**config.mk**
```make
export PLATFORM = sky130hd
export DESIGN_NAME = booth_mul_seq
export DESIGN_NICKNAME = d
export VERILOG_FILES = /design/src/rtl/mul_pkg.sv /design/src/rtl/booth_step.sv /design/src/rtl/booth_mul_seq.sv
export SDC_FILE = /design/constraint.sdc
export NUM_CORES = 1
export LEC_CHECK = 0
export ABC_AREA = 1
export ABC_CLOCK_PERIOD_IN_PS = 3560
export CAP_MARGIN = 20
export CORE_AREA = 2 2 173 175
export DETAILED_ROUTE_END_ITERATION = 8
export DIE_AREA = 0 0 175 177
export PLACE_DENSITY = 0.6
export RECOVER_POWER = 100
export SYNTH_ARGS = -nofsm -noshare
export SYNTH_HDL_FRONTEND = slang
export SYNTH_SLANG_ARGS = --single-unit
```
**constraint.sdc**
```tcl
create_clock -name clk -period 3.56 [get_ports clk]
set_input_delay 1.068 -clock clk [delete_from_list [all_inputs] [get_ports clk]]
set_output_delay 1.068 -clock clk [all_outputs]
set_load 0.005 [all_outputs]
```
**src/rtl/mul_pkg.sv**
```systemverilog
// Shared types and constants for the sequential Booth multiplier.
package mul_pkg;

   localparam int WIDTH_DEF = 32;

   typedef enum logic [1:0] {
      IDLE = 2'd0,
      RUN  = 2'd1,
      DONE = 2'd2
   } state_t;

   localparam logic WB_ALU = 1'b0;
   localparam logic WB_MUL = 1'b1;

endpackage

```
**src/rtl/booth_step.sv**
```systemverilog
// One radix-2 Booth iteration: conditional add/subtract of M, then arithmetic shift of {A,Q,q_m1}.
module booth_step #(
   parameter int WIDTH = 32
) (
   input  logic [WIDTH:0]   a,
   input  logic [WIDTH-1:0] q,
   input  logic             q_m1,
   input  logic [WIDTH:0]   m,
   output logic [WIDTH:0]   a_next,
   output logic [WIDTH-1:0] q_next,
   output logic             q_m1_next
);

   logic [WIDTH:0] sum;

   always_comb begin
      sum = a;
      case ({q[0], q_m1})
         2'b01:   sum = a + m;
         2'b10:   sum = a - m;
         default: sum = a;
      endcase
   end

   assign a_next    = {sum[WIDTH], sum[WIDTH:1]};
   assign q_next    = {sum[0], q[WIDTH-1:1]};
   assign q_m1_next = q[0];

endmodule

```
**src/rtl/booth_mul_seq.sv**
```systemverilog
// Multi-cycle signed Booth multiplier for the EX stage; stalls the pipeline while iterating
// and steers the EX writeback mux to the product for the single completion cycle.
//
// state | meaning
// IDLE  | waiting for start; a held start stalls EX in the request cycle
// RUN   | WIDTH Booth iterations, pipeline stalled
// DONE  | one cycle: product valid, done and wb_sel high, stall released
module booth_mul_seq
   import mul_pkg::*;
#(
   parameter int WIDTH = WIDTH_DEF,
   parameter int CNT_W = 6
) (
   input  logic             clk,
   input  logic             rst_n,
   input  logic             start,
   input  logic [WIDTH-1:0] mcand,
   input  logic [WIDTH-1:0] mplier,
   input  logic             flush,
   output logic             busy,
   output logic             stall,
   output logic             done,
   output logic             wb_sel,
   output logic [WIDTH-1:0] prod_hi,
   output logic [WIDTH-1:0] prod_lo
);

   state_t           state_q, state_d;
   logic [WIDTH:0]   a_q, m_q, a_next;
   logic [WIDTH-1:0] q_q, q_next;
   logic             q_m1_q, q_m1_next;
   logic [CNT_W-1:0] cnt_q;
   logic             accept, last_iter;

   booth_step #(.WIDTH(WIDTH)) u_step (
      .a         (a_q),
      .q         (q_q),
      .q_m1      (q_m1_q),
      .m         (m_q),
      .a_next    (a_next),
      .q_next    (q_next),
      .q_m1_next (q_m1_next)
   );

   assign accept    = (state_q == IDLE) && start && !flush;
   assign last_iter = (state_q == RUN) && (cnt_q == CNT_W'(1)) && !flush;

   always_ff @(posedge clk or negedge rst_n) begin
      if (!rst_n) begin
         state_q <= IDLE;
      end else begin
         state_q <= state_d;
      end
   end

   always_comb begin
      state_d = state_q;
      case (state_q)
         IDLE:    if (start) state_d = RUN;
         RUN:     if (cnt_q == CNT_W'(1)) state_d = DONE;
         DONE:    state_d = IDLE;
         default: state_d = IDLE;
      endcase
      // flush beats both acceptance and completion
      if (flush) state_d = IDLE;
   end

   always_ff @(posedge clk or negedge rst_n) begin
      if (!rst_n) begin
         a_q     <= '0;
         q_q     <= '0;
         q_m1_q  <= 1'b0;
         m_q     <= '0;
         cnt_q   <= '0;
         prod_hi <= '0;
         prod_lo <= '0;
      end else begin
         if (accept) begin
            a_q    <= '0;
            q_q    <= mplier;
            q_m1_q <= 1'b0;
            m_q    <= {mcand[WIDTH-1], mcand};
            cnt_q  <= CNT_W'(WIDTH);
         end else if (state_q == RUN && !flush) begin
            a_q    <= a_next;
            q_q    <= q_next;
            q_m1_q <= q_m1_next;
            cnt_q  <= cnt_q - CNT_W'(1);
         end
         if (last_iter) begin
            prod_hi <= a_next[WIDTH-1:0];
            prod_lo <= q_next;
         end
      end
   end

   assign busy   = (state_q == RUN) || (state_q == DONE);
   assign stall  = (state_q == RUN) || ((state_q == IDLE) && start);
   assign done   = (state_q == DONE) && !flush;
   assign wb_sel = done ? WB_MUL : WB_ALU;

endmodule
```
==> metrics.cfg, run 1 <==
[placed_design]
place_inst=1851
port-buffer-count=135
preCtsSetupSlack_ns=0.0925
gp_congestion=0.964
place.detailed.hpwl_um=21800

[clock_network]
clk_latency_ns=0.45
holdBufCountCts=0
cts_tree=yes
cts_made_buffers=17
htree_num_levels=4
cts.path.max_buffers=2
clk_pin_slew_ns=0.07
cts_root_buf=clkbuf_16
cts_sinks=169

[run]
maxCapViolCount=2

[worst_setup_path]
reg2reg_slack_ns=0.26
cp-start-kind=primary input
cp.required_ns=2.49
cp_common_cell=dlygate4sd3_1
criticalPathCategory=primary input to output pin
path_cells=dlygate4sd3_1, nor2_1, dlygate4sd3_1
cp_slowest_cell=dlygate4sd3_1
cp.arrival_ns=2.32
critPathCaptureType=output pin
critPathMaxFanout=2
slowest_delay_ns=0.58

[finish]
drive_gt1_share_pct=7.56
area_growth_syn_to_layout_pct=24.0
fin_cells=1885
num-nets-final=1591
diodes=0

[timing]
setup_viol=0
hold_ws_ns=0.472
fin_crit_sh_pct=95.0
fin_setup_tns_ns=0
hold_viol_final=0
fmax_mhz=296
fin_crit_ns=3.38
max_slew_margin_pct=-66.8
worst_slew_pin_slew_ns=2.50
finClkSkew_ns=0.0134
setup_ws_ns=0.177
drv_slew=122
rsz0062_at_grt=false

[run_status]
violations=max-capacitance violations, max-slew violations
outcome=finished, violations left

[min_path]
hold_class=register to register

[floorplan]
die-area_mm2=0.0310
design.core.area_mm2=0.0292
die_width_um=175
initial_core_util_pct=34.5
die_y_um=177
rows=63
boundaryPins=136

[logic_synthesis]
synth-edff-count=0
synth_mux_area_share_pct=0
yosysTopAreaCell=dfrtp_1
synth_top_family_by_area=simple AND/OR/NAND/NOR gates
synthCells=1355
synthXorXnorAreaFrac_pct=2.78
synth-adder-area-share_pct=5.16
ys_warn_count=0
ys_types=44
synth_area_mm2=0.0101
synth_top_flop_cell=dfrtp_1
yosys-top-cells-area=dfrtp_1 42%, nand2_1 17%, inv_1 6.0%
netlist_top_cells_count=445 x nand2_1, 169 x dfrtp_1, 160 x inv_1, 91 x o21ai_0, 82 x nor2_1
synth.top_cell.area_share_pct=41.9
synth_compound_area_share_pct=12.7
syn_area_per_cell_um2=7.44
synth_nets=1464
yosys.area_share.simple_pct=29.1
async_reset_ff_share_pct=100
ys_seq_area_share_pct=41.9
yosysMostFrequentCell=nand2_1
ys_ff_latch=169

[global_route]
grt_usage_pct=19.4
grt_pass1_wl_um=47100
grt_use_met2_pct=30.6
antenna_found_initial=0
grt_util_met1_pct=27.1
busiest_layer=met2
grt_use_met3_pct=3.52
grt_pass1_vias=8777
grt_overflow=0
grt_max_degree=79

[route]
dr_total_vias=9087
drc=0
dr.pass1.iters=7
wl_per_cell_um=15.5
drt_iter0_drc=775
routed_wl_um=29200
postRouteAntennaNets=0
viasPerCell=4.82

[power_and_ir_drop]
ir_drop_uv=339
p_leak_nw=6.16
p_per_area_mw_per_mm2=770
total_power_mw=9.63

-- state kept, by name, indices dropped and copies added (netlist names) --
| name | count |
|---|---|
| prod_hi | 32 |
| cnt_q | 6 |
| prod_lo | 32 |
| q_q | 32 |
| a_q | 32 |
| state_q | 2 |
| m_q | 32 |
| q_m1_q | 1 |
-- cells by family after synthesis --
logic type | after synthesis
AND/OR/NAND/NOR | 683
AO/OA/AOI/OAI | 216
buffers and inverters | 214
flip-flops | 169
adder cells (fa/ha/maj) | 41
XOR/XNOR | 32
-- worst max-delay path, delay by kind of cell --
family / cells / cell delay, ns
buffers and inverters: 2 / 1.13
and+or+nand+nor: 1 / 0.12
-- where the power goes --
group          switching (mW)  internal (mW)  total (mW)
Combinational            3.27           1.77        5.04
Sequential              0.351           2.37        2.72
Clock                   0.846           1.02        1.86
Total                    4.46           5.16        9.63
-- worst paths after layout --
path	end	depth (start not counted)	startpoint
worst max-delay path	wb_sel	3	flush
worst min-delay path	prod_hi[29]$_DFFE_PN0P_	2	prod_hi[29]$_DFFE_PN0P_
worst max register to register	prod_hi[13]$_DFFE_PN0P_	19	m_q[0]$_DFFE_PN0P_
worst min register to register	prod_hi[29]$_DFFE_PN0P_	2	prod_hi[29]$_DFFE_PN0P_
max in group asynchronous	m_q[7]$_DFFE_PN0P_	2	rst_n
min in group asynchronous	prod_lo[13]$_DFFE_PN0P_	1	rst_n
-- cell usage in the layout (no fill, tap or decap), drive strengths merged, types with 9 or more instances in the layout --
| cell | count |
|---|---|
| a21oi | 45 |
| buf | 13 |
| clkbuf | 28 |
| clkdlybuf4s50 | 65 |
| dfrtp | 169 |
| dlygate4sd3 | 69 |
| ha | 40 |
| inv | 171 |
| nand2 | 452 |
| nand3 | 85 |
| nand4 | 13 |
| nor2 | 98 |
| nor3 | 11 |
| o21ai | 111 |
| o221ai | 32 |
| o22ai | 9 |
| or2 | 14 |
| xnor2 | 15 |
| xor2 | 17 |
-- what timing repair did --
action | in CTS | in global routing
endpoints found under the setup margin | 0 | 24
gates resized for setup | 0 | 20
setup buffers | 0 | 2
-- area by class of cell --
cell class | instances | area [um2]
clock inverter | 10 | 109
inverter | 169 | 636
sequential | 169 | 4230
tap | 390 | 488
fill | 3005 | 16700
clock buffer | 22 | 464
timing repair buffer | 153 | 1500
multi-input combinational | 972 | 5080
-- per-stage QoR --
step	cell area (um2)	util, %
floorplan	10100	-
global placement	11900	40.7
detailed placement	11900	40.7
CTS	12500	42.6
global route	12500	42.8
finish	12500	42.8
-- metal layers --
layer	share of wire, %	vias up
li1	-	4644
met1	48	4211
met2	45	197
met3	4.5	35
met4	1.9	0
met5	0	-
(Power assumes the default switching activity.)
==> run 2, diff against run 1 <==
Settings changed: CORE_AREA 2 2 173 175 to 2 2 138 140, DIE_AREA 0 0 175 177 to 0 0 140 142, PLACE_DENSITY 0.6 to 0.85.
==> metrics.cfg, run 2 (synthesized netlist as in run 1, its figures left out) <==
[min_path]
whs_endpoint=prod_hi[24]$_DFFE_PN0P_
holdPathStages=2  ; unchanged
hold_class=register to register
hold_path_startpoint=prod_hi[24]$_DFFE_PN0P_

[worst_setup_path]
critPathMaxFanout=3  ; +1
r2r_end=a_q[31]$_DFFE_PN0P_
reg2reg_from=m_q[16]$_DFFE_PN0P_
criticalPathCategory=primary input to output pin
reg2reg_slack_ns=0.14  ; -0.12 ns
critPathCaptureType=output pin
cp-start-kind=primary input
cp.arrival_ns=2.40  ; +0.08 ns
cp.required_ns=2.49  ; about the same
ff2ff_path_depth=19  ; unchanged

[floorplan]
die-area_mm2=0.0199  ; -36%
die_width_um=140  ; -20%
initial_core_util_pct=54.7  ; +20 points
rows=50  ; -21%
design.core.area_mm2=0.0185  ; -37%
die_y_um=142  ; -20%
boundaryPins=136  ; unchanged

[clock_network]
cts_made_buffers=17  ; unchanged
cts_sinks=169  ; unchanged
clk_pin_slew_ns=0.08  ; about the same
cts_tree=yes
cts.path.max_buffers=2  ; unchanged
htree_num_levels=4  ; unchanged
cts_root_buf=clkbuf_16
holdBufCountCts=0  ; unchanged
clk_latency_ns=0.45  ; about the same

[finish]
layout_common_cells=447 x nand2_1, 169 x dfrtp_1, 160 x inv_1
area_growth_syn_to_layout_pct=22.1
diodes=0  ; unchanged
final_common_cell=nand2_1
drive_gt1_share_pct=7.36  ; -0.20 points
postLayoutCoreUtil_pct=66.8  ; +24 points
num-nets-final=1590  ; -0.063%
fin_cells=1728  ; -8.3%

[route]
dr.pass1.iters=8  ; +1
drc=0  ; unchanged
viasPerCell=5.56  ; +15%
drt_iter0_drc=856  ; +10%
wl_per_cell_um=16.6  ; +6.8%
dr_total_vias=9615  ; +5.8%
routed_wl_um=28600  ; -2.1%
postRouteAntennaNets=0  ; unchanged

[timing]
max_slew_margin_pct=0.938  ; +68 points
rsz0062_at_grt=true
worst_slew_pin_slew_ns=1.49  ; -1.02 ns
fmax_mhz=288  ; -2.5%
finClkSkew_ns=0.0135  ; +0.000110 ns
hold_viol_final=0  ; unchanged
fin_crit_ns=3.47  ; +0.0870 ns
fin_setup_tns_ns=0  ; unchanged
fin_crit_sh_pct=97.5  ; +2.4 points
setup_viol=0  ; unchanged
drv_slew=0  ; -100%

[power_and_ir_drop]
p_per_area_mw_per_mm2=795  ; +3.3%
p_leak_nw=6.15  ; about the same
ir_drop_uv=495  ; +46%

[global_route]
grt_usage_pct=29.2  ; +9.8 points
antenna_found_initial=0  ; unchanged
grt_pass1_wl_um=46000  ; -2.4%
grt_max_degree=111  ; +41%
grt_pass1_vias=9141  ; +4.1%
grt_overflow=0  ; unchanged

[run]
maxCapViolCount=0  ; -2

[placed_design]
port-buffer-count=135  ; unchanged
place.detailed.hpwl_um=20500  ; -6.3%
gp_congestion=0.973  ; +0.92%
place_inst=1694  ; -8.5%

[run_status]
outcome=finished, final reports clean

==> run 2: changes by cell type in the layout (fill, tap and decap cells not counted), moves of 3 or more <==
cell	previous run	this run
o21ai_0	100	95
o21ai_1	8	13
inv_12	0	4
clkinv_8	0	6
nor2_4	6	9
==> run 2: final cells by class <==
cell class | instances | area, um2
flip-flops and latches | 169 | 4230
clock inverters | 15 | 208
inverters | 169 | 638
fillers | 1516 | 6140
multi-input cells | 972 | 5060
repair buffers | 152 | 1470
clock buffers | 17 | 425
well taps | 234 | 293
==> run 2: per-layer routing <==
layer	global-route usage (%)	up-vias	share of wire, %
li1	-	4644	-
met1	39.4	4519	43
met2	47.8	392	47
met3	6.36	60	7.3
met4	8.61	0	2.2
met5	0	-	0
==> run 2: per-stage QoR <==
stage          area [um2]  setup slack, ns  hold slack [ns]  power [mW]
6_report            12300           0.0897            0.473        9.79
5_1_grt             12300          -0.0378            0.495        10.5
4_1_cts             12300            0.184            0.419        9.66
3_5_place_dp        11700            0.252            0.464        7.65
3_3_place_gp        11700            0.270            0.461        7.54
2_1_floorplan       10100            0.716            0.457        6.24
==> run 2: repair_timing <==
item                       in CTS  in global routing
setup endpoints to repair       0                 24
gates resized for setup         0                 14
buffers inserted                0                  2
==> run 2: worst max path at each step <==
stage / from / to / slack [ns] / cells after the start
3_5_place_dp: m_q[6]$_DFFE_PN0P_ / a_q[31]$_DFFE_PN0P_ / 0.25 / 22
5_1_grt: m_q[2]$_DFFE_PN0P_ / a_q[31]$_DFFE_PN0P_ / -0.04 / 23
3_3_place_gp: start / stall / 0.27 / 4
2_1_floorplan: q_m1_q$_DFFE_PN0P_ / a_q[13]$_DFFE_PN0P_ / 0.72 / 19
4_1_cts: m_q[6]$_DFFE_PN0P_ / a_q[31]$_DFFE_PN0P_ / 0.18 / 22
6_report: start / stall / 0.09 / 4
==> run 2: worst max-delay path, cell delays in order <==
cell,delay [ns]
dlygate4sd3_1,0.55
nand2_1,0.15
nand2_1,0.06
dlygate4sd3_1,0.57
==> run 2: power breakdown <==
group	leakage (nW)	internal (mW)	switching [mW]	total, mW
combinational	3.72	1.76	3.34	5.10
clock	0.300	0.976	0.983	1.96
sequential	2.13	2.37	0.365	2.74
total	6.15	5.10	4.69	9.79
==> run 3, diff against run 2 <==
Settings changed: MAX_ROUTING_LAYER from default to met4, RECOVER_POWER 100 to default.
==> metrics.cfg, run 3 (synthesized netlist as in run 1, its figures left out) <==
[timing]
hold_viol_final=0  ; unchanged
max_slew_margin_pct=40.7  ; +40 points
worst_slew_pin_slew_ns=0.888  ; -0.598 ns
fin_setup_tns_ns=0  ; unchanged
fin_crit_sh_pct=93.3  ; -4.2 points
drv_slew=0  ; unchanged
finClkSkew_ns=0.0138  ; +0.000370 ns
setup_ws_ns=0.239  ; +0.150 ns
fmax_mhz=301  ; +4.5%
setup_viol=0  ; unchanged
fin_crit_ns=3.32  ; -0.150 ns
hold_ws_ns=0.477  ; +0.00394 ns

[worst_setup_path]
critPathMaxFanout=3  ; unchanged
cp-start-kind=primary input
critPathCaptureType=output pin
criticalPathCategory=primary input to output pin
reg2reg_from=m_q[0]$_DFFE_PN0P_
ff2ff_path_depth=18  ; -1
reg2reg_slack_ns=0.25  ; +0.11 ns
cp_num_buf_inv=2  ; unchanged
path_cells=clkdlybuf4s50_1, nand2_1, nand2_1, clkdlybuf4s50_1
r2r_end=a_q[17]$_DFFE_PN0P_
slowest_delay_ns=0.49  ; -0.08 ns
cp_slowest_cell=clkdlybuf4s50_1
cp.required_ns=2.49  ; about the same
cp_top_family=buffers and inverters
cp.arrival_ns=2.25  ; -0.15 ns

[clock_network]
cts_sinks=169  ; unchanged
cts_made_buffers=17  ; unchanged
clk_pin_slew_ns=0.07  ; about the same
holdBufCountCts=0  ; unchanged
cts_tree=yes
cts.path.max_buffers=2  ; unchanged
cts_root_buf=clkbuf_16
clk_latency_ns=0.45  ; about the same
htree_num_levels=4  ; unchanged

[floorplan]
design.core.area_mm2=0.0185  ; unchanged
boundaryPins=136  ; unchanged
die_y_um=142  ; unchanged
rows=50  ; unchanged
die_width_um=140  ; unchanged
initial_core_util_pct=54.7  ; unchanged
die-area_mm2=0.0199  ; unchanged

[placed_design]
gp_congestion=0.980  ; +0.81%
port-buffer-count=135  ; unchanged
place.detailed.hpwl_um=21100  ; +2.9%
postPlaceCellArea_mm2=0.0117  ; about the same
preCtsSetupSlack_ns=0.242  ; -0.00946 ns

[power_and_ir_drop]
p_per_area_mw_per_mm2=792  ; -0.29%
ir_drop_uv=515  ; +4.1%
p_leak_nw=6.11  ; -0.78%

[finish]
final_common_cell=nand2_1
stdcell_area_mm2=0.0124  ; +0.59%
layout_common_cells=443 x nand2_1, 169 x dfrtp_1, 159 x inv_1
drive_gt1_share_pct=8.77  ; +1.4 points
fill_cells=1518  ; +0.13%
area_growth_syn_to_layout_pct=22.8
num-nets-final=1590  ; unchanged

[global_route]
grt_usage_pct=30.4  ; +1.2 points
grt_pass1_wl_um=46400  ; +0.99%
antenna_found_initial=1  ; +1
grt_max_degree=92  ; -17%
grt_pass1_vias=8864  ; -3.0%
grt_overflow=0  ; unchanged

[run_status]
violations=design-rule violations
outcome=finished, violations left

[min_path]
hold_class=register to register
whs_endpoint=prod_hi[24]$_DFFE_PN0P_
hold_path_startpoint=prod_hi[24]$_DFFE_PN0P_
holdPathStages=2  ; unchanged

[route]
postRouteAntennaNets=0  ; unchanged
viasPerCell=5.50  ; -1.2%
routed_wl_um=28600  ; -0.17%
wl_per_cell_um=16.5  ; -0.23%
drt_iter0_drc=720  ; -16%
drc=1  ; +1
dr_total_vias=9504  ; -1.2%
dr.pass1.iters=9  ; +1

[run]
maxCapViolCount=0  ; unchanged

## run 3: cell count changes in the layout (fill, tap and decap cells not counted), moves of 4 or more
cell,change
dlygate4sd3_1,-69
o21ai_0,-4
inv_2,+4
buf_4,+4
nand2_2,+4
nand2_1,-4
clkdlybuf4s50_1,+69
## run 3: repair_timing
action,in CTS,in global routing
resized for setup,0,24
endpoints found under the setup margin,0,23
setup buffers,0,3
## run 3: cell type report
class / instances / area, um2 / share of cell area (%)
Clock inverter: 15 / 171 / 1.38
Inverter: 169 / 638 / 5.15
Sequential cell: 169 / 4230 / 34.1
Antenna cell: 1 / 2.50 / 0.0202
Clock buffer: 17 / 425 / 3.43
Multi-Input combinational cell: 972 / 5110 / 41.3
Tap cell: 234 / 293 / 2.36
Timing Repair Buffer: 152 / 1520 / 12.2
## run 3: worst max-delay path by stage
stage                                   from             endpoint  cells after the start  slack (ns)
after floorplan           q_m1_q$_DFFE_PN0P_  a_q[13]$_DFFE_PN0P_                     19        0.72
after global placement    m_q[0]$_DFFE_PN0P_  a_q[26]$_DFFE_PN0P_                     20        0.25
after detailed placement  m_q[0]$_DFFE_PN0P_  a_q[31]$_DFFE_PN0P_                     24        0.24
after CTS                 m_q[0]$_DFFE_PN0P_  a_q[31]$_DFFE_PN0P_                     24        0.22
after global routing      m_q[0]$_DFFE_PN0P_  a_q[31]$_DFFE_PN0P_                     22       -0.03
final                                  start                stall                      4        0.24
## run 3: stage by stage
step	std cells	util, %	power (mW)
4_1_cts	1725	66.5	9.61
5_1_grt	1729	67.1	10.6
6_report	1729	67.1	9.82
3_3_place_gp	1693	63.3	7.60
2_1_floorplan	1355	-	6.24
3_5_place_dp	1693	63.3	7.69
## run 3: power breakdown
part | switching (mW) | internal [mW]
Combinational | 3.38 | 1.82
Sequential | 0.369 | 2.37
Clock | 0.929 | 0.949
## run 3: layer usage
metal / up-vias / GRT usage [%] / share of wire, %
li1: 4628 / - / -
met1: 4465 / 42.9 / 46
met2: 372 / 47.3 / 46
met3: 39 / 4.04 / 6.0
met4: 0 / 7.07 / 1.8
met5: - / - / 0
## run 3: worst reg2reg max path: stages (launching register included)
cell      delay (ns)
dfrtp_1         0.41
inv_2           0.11
nand3_4         0.09
nor2_4          0.13
nand4_4         0.12
nor2_4          0.13
nand3b_1        0.08
nand2_1         0.08
xor2_1          0.20
inv_1           0.08
ha_1            0.34
a21oi_1         0.34
o21bai_1        0.17
a21oi_1         0.24
nand3_1         0.11
nand2_1         0.07
nand3_1         0.16
o21ai_1         0.23
o21ai_1         0.08
